[config.mk]
export PLATFORM = sky130hd
export DESIGN_NAME = multihex_display
export DESIGN_NICKNAME = d
export VERILOG_FILES = /design/src/rtl/multihex_display.sv
export SDC_FILE = /design/constraint.sdc
export NUM_CORES = 1
export LEC_CHECK = 0
export CAP_MARGIN = 25
export CORE_MARGIN = 2
export CORE_UTILIZATION = 55
export CTS_BUF_LIST = sky130_fd_sc_hd__clkbuf_4
export CTS_CLUSTER_SIZE = 8
export DETAILED_ROUTE_END_ITERATION = 10
export GPL_TIMING_DRIVEN = 0
export PLACE_DENSITY_LB_ADDON = 0.05
export SYNTH_ARGS = -nofsm -noshare
export SYNTH_HDL_FRONTEND = slang
export SYNTH_SLANG_ARGS = --single-unit
[constraint.sdc]
create_clock -name clk_i -period 6.8 [get_ports clk_i]
set_input_delay 1.36 -clock clk_i [delete_from_list [all_inputs] [get_ports clk_i]]
set_output_delay 1.36 -clock clk_i [all_outputs]
set_load 0.01 [all_outputs]
[src/rtl/multihex_display.sv]
// multihex_display: N-digit multiplexed hex driver for common-anode 7-segment
// displays. Digits are scanned one at a time. Each digit goes through
// IDLE -> SETUP -> SHOW (HOLD_CYCLES) -> GAP, so it takes HOLD_CYCLES+3 cycles.
// Segments only change on entry to SETUP, while every select is off, so the
// display never ghosts. dataword/dp/blank are snapshotted in the digit-0 IDLE,
// which means a frame always shows one consistent value.
//
// Parameters:
//   NUM_DIGITS  (1..16)  digits scanned
//   HOLD_CYCLES (>=1)    cycles each digit stays selected
// Ports:
//   clk_i          clock
//   rst_ni         async active-low reset
//   enable_i       1 = scan, 0 = park in IDLE with all digits off
//   dataword_i     nibble k (bits 4k+3:4k) is shown on digit k
//   dp_i           active-high decimal point per digit
//   blank_i        active-high per-digit blank (segments and DP off)
//   sel_o          active-low digit select, bit k = digit k
//   seg_o          active-low segments, [0]=a .. [6]=g, [7]=DP
//   frame_done_o   one-cycle pulse in the GAP of the last digit
// Optional feature (macro LEADING_ZERO_BLANK_EN): blank digit k>0 when every
// shadow nibble from k upward is zero, unless that digit's DP is set.
module multihex_display #(
  parameter int NUM_DIGITS  = 4,
  parameter int HOLD_CYCLES = 256
) (
  input  logic                      clk_i,
  input  logic                      rst_ni,
  input  logic                      enable_i,
  input  logic [4*NUM_DIGITS-1:0]   dataword_i,
  input  logic [NUM_DIGITS-1:0]     dp_i,
  input  logic [NUM_DIGITS-1:0]     blank_i,
  output logic [NUM_DIGITS-1:0]     sel_o,
  output logic [7:0]                seg_o,
  output logic                      frame_done_o
);

  localparam int DW = (NUM_DIGITS > 1) ? $clog2(NUM_DIGITS) : 1;
  localparam int HW = (HOLD_CYCLES > 1) ? $clog2(HOLD_CYCLES + 1) : 1;

  typedef enum logic [1:0] {IDLE, SETUP, SHOW, GAP} state_e;

  state_e                    state_q, state_d;
  logic [DW-1:0]             digit_q, digit_d;
  logic [HW-1:0]             hold_q, hold_d;
  logic [4*NUM_DIGITS-1:0]   sh_dw_q, sh_dw_d;
  logic [NUM_DIGITS-1:0]     sh_dp_q, sh_dp_d;
  logic [NUM_DIGITS-1:0]     sh_bl_q, sh_bl_d;
  logic [NUM_DIGITS-1:0]     sel_q, sel_d;
  logic [7:0]                seg_q, seg_d;
  logic                      fd_q, fd_d;

  // Outputs are registered from next-state values, so they line up with the
  // state the FSM is in during that cycle.
  assign sel_o        = sel_q;
  assign seg_o        = seg_q;
  assign frame_done_o = fd_q;

  function automatic logic [6:0] hex7(input logic [3:0] n);
    case (n)
      4'h0: hex7 = 7'h40;  4'h1: hex7 = 7'h79;  4'h2: hex7 = 7'h24;  4'h3: hex7 = 7'h30;
      4'h4: hex7 = 7'h19;  4'h5: hex7 = 7'h12;  4'h6: hex7 = 7'h02;  4'h7: hex7 = 7'h78;
      4'h8: hex7 = 7'h00;  4'h9: hex7 = 7'h10;  4'hA: hex7 = 7'h08;  4'hB: hex7 = 7'h03;
      4'hC: hex7 = 7'h46;  4'hD: hex7 = 7'h21;  4'hE: hex7 = 7'h06;  default: hex7 = 7'h0E;
    endcase
  endfunction

  // In the digit-0 IDLE the glyph is decoded straight from the inputs being
  // snapshotted, so the first digit of a frame already uses the new data.
  logic                      snap;
  logic [4*NUM_DIGITS-1:0]   src_dw, nib_sh;
  logic [NUM_DIGITS-1:0]     src_dp, src_bl, dp_sh, bl_sh, sel_on;
  logic [7:0]                glyph;

  assign snap   = (state_q == IDLE) && (digit_q == '0);
  assign src_dw = snap ? dataword_i : sh_dw_q;
  assign src_dp = snap ? dp_i       : sh_dp_q;
  assign src_bl = snap ? blank_i    : sh_bl_q;
  assign sel_on = ~(NUM_DIGITS'(1) << digit_q);

  always_comb begin
    // nib_sh holds the current nibble and everything above it
    nib_sh = src_dw >> {digit_q, 2'b00};
    dp_sh  = src_dp >> digit_q;
    bl_sh  = src_bl >> digit_q;
    glyph  = {~dp_sh[0], hex7(nib_sh[3:0])};
`ifdef LEADING_ZERO_BLANK_EN
    if ((digit_q != '0) && !dp_sh[0] && (nib_sh == '0)) glyph = 8'hFF;
`endif
    if (bl_sh[0]) glyph = 8'hFF;
  end

  always_comb begin
    state_d = state_q;
    digit_d = digit_q;
    hold_d  = hold_q;
    sh_dw_d = sh_dw_q;
    sh_dp_d = sh_dp_q;
    sh_bl_d = sh_bl_q;
    sel_d   = '1;
    seg_d   = seg_q;
    fd_d    = 1'b0;
    case (state_q)
      IDLE: begin
        if (enable_i) begin
          sh_dw_d = src_dw;
          sh_dp_d = src_dp;
          sh_bl_d = src_bl;
          seg_d   = glyph;
          state_d = SETUP;
        end
      end
      SETUP: begin
        hold_d  = '0;
        sel_d   = sel_on;
        state_d = SHOW;
      end
      SHOW: begin
        hold_d = HW'(hold_q + 1'b1);
        if (hold_q == HW'(HOLD_CYCLES - 1)) begin
          state_d = GAP;
          fd_d    = (digit_q == DW'(NUM_DIGITS - 1));
        end else begin
          sel_d = sel_on;
        end
      end
      default: begin // GAP
        digit_d = (digit_q == DW'(NUM_DIGITS - 1)) ? '0 : DW'(digit_q + 1'b1);
        state_d = IDLE;
      end
    endcase
  end

  always_ff @(posedge clk_i or negedge rst_ni) begin
    if (!rst_ni) begin
      state_q <= IDLE;
      digit_q <= '0;
      hold_q  <= '0;
      sh_dw_q <= '0;
      sh_dp_q <= '0;
      sh_bl_q <= '0;
      sel_q   <= '1;
      seg_q   <= 8'hFF;
      fd_q    <= 1'b0;
    end else begin
      state_q <= state_d;
      digit_q <= digit_d;
      hold_q  <= hold_d;
      sh_dw_q <= sh_dw_d;
      sh_dp_q <= sh_dp_d;
      sh_bl_q <= sh_bl_d;
      sel_q   <= sel_d;
      seg_q   <= seg_d;
      fd_q    <= fd_d;
    end
  end

endmodule
# Yosys cells after proc, flatten, opt, wreduce, memory -nomap -nowiden
# Memories as Yosys holds them, arrays and structs flattened.
# Index checks and enable logic that the tools add are counted.
[classes] add_sub_neg=2 n_eq_ne=6 n_shift=4 mux=13 bitwise_logic=2 reduce_logical=7
[op_table] operator="one-hot mux 9 bit (2 select lines)" n=1
[op_table] operator="2-to-1 mux 16 bit" n=1
[op_table] operator="right shift 16 x 4 -> 4 bit" n=1
[op_table] operator="2-to-1 mux 4 bit" n=3
[op_table] operator="adder 9 x 1 -> 9 bit (second input constant)" n=1
[op_table] operator="== test 9 x 8 -> 1 bit (second input constant)" n=1
[op_table] operator="2-to-1 mux 8 bit" n=1
[op_table] operator="one-hot mux 4 bit (2 select lines)" n=1
[op_table] operator="right shift 4 x 2 -> 1 bit" n=2
[op_table] operator="2-to-1 mux 2 bit" n=3
[op_table] operator="one-hot mux 2 bit (3 select lines)" n=1
[op_table] operator="== test 2 bit (second input constant)" n=2
[op_table] operator="logical NOT 2 bit" n=2
[op_table] operator="inequality test 2 bit (second input constant)" n=2
[op_table] operator="NOT 4 bit" n=1
[op_table] operator="AND reduction 2 bit" n=2
[op_table] operator="left shift 1 x 2 -> 4 bit (first input constant)" n=1
[op_table] operator="OR reduction 3 bit" n=1
[op_table] operator="adder 2 x 1 -> 2 bit (second input constant)" n=1
[op_table] operator="== test 2 x 1 -> 1 bit (second input constant)" n=1
[op_table] operator="2-to-1 mux 1 bit" n=2
[op_table] operator="nonzero test 2 bit" n=1
[op_table] operator="logical AND 1 bit" n=1
[op_table] operator="NOT 1 bit" n=1
[word_totals] regBits=50 romBits=112 n_memories=1
[memory_table] memory="(no name shown)" depth=16 word_bits=7 rd=1 rd_clocked_by_memory_dff=0 wr=0 line_no="60" rtl="case (n)"

# Longest topological paths before layout
[depth] ltp_word=6 mapped_depth=11

# Worst setup path after synthesis
# OpenSTA, ideal clock, no wires.
[synth_timing] path_kind="input -> register" start="input dataword_i[5]" end="register seg_q[6], in the netlist seg_o[6]" arrival_time_ps=2984 required_ps=6717 slack_ps=3732 cell_stages=7 path_buffers=0 cell_sequence="mux4_2 > mux2i_1 > inv_1 > ha_1 > mux2i_1 > nor2_1 > o32a_1"
[synth_via] elab_chain_cells=4
[synth_lines] element="start, declared" line_no="30" rtl="input logic [4*NUM_DIGITS-1:0] dataword_i,"
[synth_lines] element="2-to-1 mux 16 bit" line_no="76" rtl="assign src_dw = snap ? dataword_i : sh_dw_q;"
[synth_lines] element="right shift 16 x 4 -> 4 bit" line_no="83" rtl="nib_sh = src_dw >> {digit_q, 2'b00};"
[synth_lines] element="memory (16 x 7 bit)"
[synth_lines] element="2-to-1 mux 8 bit" line_no="90" rtl="if (bl_sh[0]) glyph = 8'hFF;"
[synth_lines] element="end signal, assigned" line_no="153" rtl="seg_q <= seg_d;"
[synth_lines] element="end, declared" line_no="50" rtl="logic [7:0] seg_q, seg_d;"
# No other way between the ends.
# A chain may end at the register's enable or synchronous reset.

# Worst setup path after layout
[layout_timing] start="register digit_q[0]" end="register seg_q[6], in the netlist seg_o[6]"
[layout_via] elab_chain_cells=6 word_cells_on_any_way=8
[layout_lines] element="start, declared" line_no="44" rtl="logic [DW-1:0] digit_q, digit_d;"
[layout_lines] element="start signal, assigned" line_no="147" rtl="digit_q <= digit_d;"
[layout_lines] element="logical NOT 2 bit" line_no="75" rtl="assign snap = (state_q == IDLE) && (digit_q == '0);"
[layout_lines] element="logical AND 1 bit" line_no="75"
[layout_lines] element="2-to-1 mux 16 bit" line_no="76"
[layout_lines] element="right shift 16 x 4 -> 4 bit" line_no="83"
[layout_lines] element="memory (16 x 7 bit)"
[layout_lines] element="2-to-1 mux 8 bit (*)" line_no="90"
# Mark *: on every way between the ends. The rest lies on a longest branch, timed or not.

==> reports/metrics.sh <==
RUN_STATUS='completed'
GRT_FIRST_PASS_WIRELENGTH_UM=8700
H_TREE_LVL_COUNT=2
GRT_ANTENNA_BEFORE_REPAIR=0
CTS_TREE='done'
CLK_PIN_SLEW_WORST_PATHS_PS=140
FIN_HOLD_WS_PS=514
SYN-CELL-AREA_SQ_UM=2740
CTS-BUFFERS-INSERTED=5
WIRELENGTH_UM=5110
TNS_PS=0
FINALSETUPVIOLATIONS=0
PIN_COUNT=40
TIMING_WORST_SLEW_PIN_VALUE_PS=602
FINAL_NETS=315
PLACE_INST=331
POST-ROUTE-DRC-COUNT=0
PORT_BUFFERS=39
FINAL_PERIOD_MINUS_WORST_SETUP_SLACK_PS=3410
WORST_EP_REQUIRED_TIME_PS=7110
YOSYSSEQAREASHARE_PCT=46.3
SYNTH.FF_LATCH_COUNT=50
LEAKAGE_POWER_OF_THE_DESIGN_nW=1.42
DETAILEDPLACEMENTHPWL_UM=3780
DIE_HEIGHT_UM=74.6
DRV.MAX_CAP_VIOLATION_COUNT=0
SYNTH.AVG_CELL_AREA_SQ_UM=12.2
FINAL_HOLD_VIOL_COUNT=0
DRIVE_GT1_SHARE_PCT=24.2
SYNTH_TOP_AREA_SHARE_PCT=34.7
FIRST_DRT_PASS_ITERATION_COUNT=4
ROUTED_VIA_DENSITY=5.51
SETUP.WORST_PATH.START='digit_q[0]'
WORSTPATHCELLLIST='inv_1, ha_1, nand2_2, buf_6, mux4_2, mux2i_1, inv_1, ha_1, mux2i_1, nor2_1, o32a_1'
ROUTEDWLPERCELL_UM=15.0
LAYOUT.CELLS.MOST_COMMON_LIST='sky130_fd_sc_hd__dfrtp_1 (38), sky130_fd_sc_hd__clkdlybuf4s50_1 (38), sky130_fd_sc_hd__mux2_2 (25)'
CTSROOTBUFFERMASTER='sky130_fd_sc_hd__clkbuf_4'
DIE-AREA_SQ_UM=5560
DIE_EXTENT_IN_X_UM=74.6
CRITICAL_PATH_PEAK_FANOUT=10
CTS_HOLD_BUFFERS=0
YOSYSTOPAREACELL='sky130_fd_sc_hd__dfrtp_1'
SYN-NUM-NETS=267
WORSTSETUPSTARTPOINTTYPE='register'
R2R_CELLS=11
SETUP.WORST_PATH.CLASS='register to register'
PERIOD_SHARE_PCT=50.2
LATEST_CLOCK_ARRIVAL_WITHIN_THE_WORST_SKEW_PAIR_PS=360
ENDPOINT_KIND='register'
WORSTREG2REGSTART='digit_q[0]'
SETUP_REPAIR_AFTER_GLOBAL_ROUTING_MISSED_ITS_MARGIN='no'
GR-USAGE-ALL-LAYERS_PCT=21.3
SLEW-LIMIT-HEADROOM_PCT=59.2
SYNTH.YOSYS.WARNINGS=0
POST_SYNTH_MAIN_AREA_CONTRIBUTORS='sky130_fd_sc_hd__dfrtp_1 (35%), sky130_fd_sc_hd__dfstp_2 (12%), sky130_fd_sc_hd__mux2_2 (10%)'
HP-CLASS='register to register'
FINAL-MAX-SLEW-VIOLATION-COUNT=0
SYN_INST=224
FINAL_CELLS=340
NUMBER_OF_GLOBAL_ROUTE_VIAS_BEFORE_REPAIR=1827
AREA_GROWTH_FROM_SYNTHESIS_TO_LAYOUT_PCT=20.0
CRIT_PATH_MAX_INCR_DELAY_PS=560
ARRIVAL_PS=3720
REGTOREGSETUPSLACK_PS=3390
GRT_START_MAX_NET_PINS=35
R2R_END='seg_o[6]'
FLOORPLAN.INITIALDENSITY_PCT=57.6
ANTENNA_VIOLATING_NETS_POST_ROUTE=0
TRITONCTS_NUM_SINKS=50
CTS_POST_SETUP_BUFFERS_INSERTED=0
GRT.OVERFLOW.TOTAL=0
TOTAL_INSERTED_ANTENNA_CELLS=0
CTS-ROOT-TO-SINK-BUFFERS=2
POSTCTSRESIZEDCELLS=0
GP_CONGESTION=0.748
FMAX_MHz=293
IRDROPWORSTVDD_mV=0.250
FINAL.FILL_COUNT=392
TIMING.CRITICAL_PATH.SLOWEST_STAGE_CELL='sky130_fd_sc_hd__dfrtp_1'
VIA_COUNT=1875
CLOCK_SKEW_PS=17.8
SYNTH.DISTINCT_CELLS=40
POWER.DENSITY_CELL_AREA_nW_PER_UM2=476
DRTITER0DRC=66
CRITICAL_PATH_SINK='seg_o[6]'
PLACEMENT_ROWS=25
TOTALPOWERFINAL_mW=1.56
FLOORPLAN.CORE_AREA_SQ_UM=4750
[flip-flops by register name, indices dropped and copies added (netlist names)]
register / cells
digit_q: 2
frame_done_o: 1
hold_q: 9
seg_o: 8
sel_o: 4
sh_bl_q: 4
sh_dp_q: 4
sh_dw_q: 16
state_q: 2
[worst min-delay path by stage]
stage / from / end / slack, ps / cells after the start
finish: seg_o[5] / seg_o[5] / 510 / 2
global route: seg_o[5] / seg_o[5] / 520 / 2
CTS: seg_o[5] / seg_o[5] / 510 / 2
detailed placement: sh_dw_q[15] / sh_dw_q[15] / 490 / 1
global placement: sh_dp_q[2] / sh_dp_q[2] / 480 / 1
floorplan: sh_dp_q[0] / sh_dp_q[0] / 470 / 1
[report_power, final]
group	switching (mW)	internal (mW)
clock	0.0909	0.0431
sequential	0.0689	0.443
combinational	0.450	0.468
total	0.609	0.954
[through the flow]
stage | worst slack, ps | utilization [%] | cell area (sq um)
6_report | 3390 | 69.1 | 3290
3_5_place_dp | 2970 | 67.9 | 3230
5_1_grt | 3050 | 69.1 | 3290
3_3_place_gp | 2920 | 67.6 | 3210
4_1_cts | 3360 | 69.0 | 3280
2_1_floorplan | 3730 | - | 2740
[area by class of cell]
class	count	area [sq um]	area share (%)
multi-input combinational	151	1360	41.5
timing repair buffer	41	410	12.5
tap	67	83.8	2.55
sequential	50	1270	38.5
clock inverter	2	8.76	0.267
clock buffer	6	45.0	1.37
inverter	13	48.8	1.49
buffer	10	60.1	1.83
[logic make-up (layout without fill, tap and decap cells)]
family,count (synthesis),after routing,synth area share [%]
AO/OA/AOI/OAI,31,31,7.82
buffers and inverters,23,72,3.98
AND/OR/NAND/NOR,53,53,8.96
adder cells (fa/ha/maj),16,16,7.31
multiplexers,49,49,25.0
XOR/XNOR,2,2,0.640
flip-flops,50,50,46.3
[routing by layer]
| layer | vias up | global-route usage, % | share of wire, % |
|---|---|---|---|
| li1 | 903 | - | - |
| met1 | 922 | 28.5 | 46 |
| met2 | 46 | 35.4 | 50 |
| met3 | 4 | 4.34 | 3.3 |
| met4 | 0 | 6.55 | 1.3 |
| met5 | - | 0 | 0 |
[synthesized netlist by cell type]
library cell	number
sky130_fd_sc_hd__a211oi_1	1
sky130_fd_sc_hd__a21o_1	4
sky130_fd_sc_hd__a21oi_1	4
sky130_fd_sc_hd__a221oi_1	3
sky130_fd_sc_hd__a311oi_1	1
sky130_fd_sc_hd__and2_1	1
sky130_fd_sc_hd__and3_1	4
sky130_fd_sc_hd__buf_4	2
sky130_fd_sc_hd__buf_6	2
sky130_fd_sc_hd__clkbuf_1	6
sky130_fd_sc_hd__dfrtp_1	38
sky130_fd_sc_hd__dfstp_2	12
sky130_fd_sc_hd__ha_1	16
sky130_fd_sc_hd__inv_1	12
sky130_fd_sc_hd__inv_2	1
sky130_fd_sc_hd__mux2_1	1
sky130_fd_sc_hd__mux2_2	25
sky130_fd_sc_hd__mux2i_1	10
sky130_fd_sc_hd__mux2i_4	2
sky130_fd_sc_hd__mux4_2	11
sky130_fd_sc_hd__nand2_1	15
sky130_fd_sc_hd__nand2_2	1
sky130_fd_sc_hd__nand3_1	6
sky130_fd_sc_hd__nand4_1	1
sky130_fd_sc_hd__nor2_1	16
sky130_fd_sc_hd__nor2b_1	2
sky130_fd_sc_hd__nor3_1	3
sky130_fd_sc_hd__nor3b_1	2
sky130_fd_sc_hd__o211ai_1	1
sky130_fd_sc_hd__o21a_1	2
sky130_fd_sc_hd__o21ai_0	6
sky130_fd_sc_hd__o22a_1	2
sky130_fd_sc_hd__o22ai_1	4
sky130_fd_sc_hd__o311ai_1	1
sky130_fd_sc_hd__o31ai_1	1
sky130_fd_sc_hd__o32a_1	1
sky130_fd_sc_hd__or2_0	1
sky130_fd_sc_hd__or3_1	1
sky130_fd_sc_hd__xnor2_1	1
sky130_fd_sc_hd__xor2_1	1
[critical path: cells and delay by family (launching register included)]
family	cells	cell delay, ps
mux	3	1130
flops	1	560
compound gates	1	320
buf+inv	3	530
simple gates	2	230
fa+ha+maj	2	590
(Power assumes the default switching activity.)
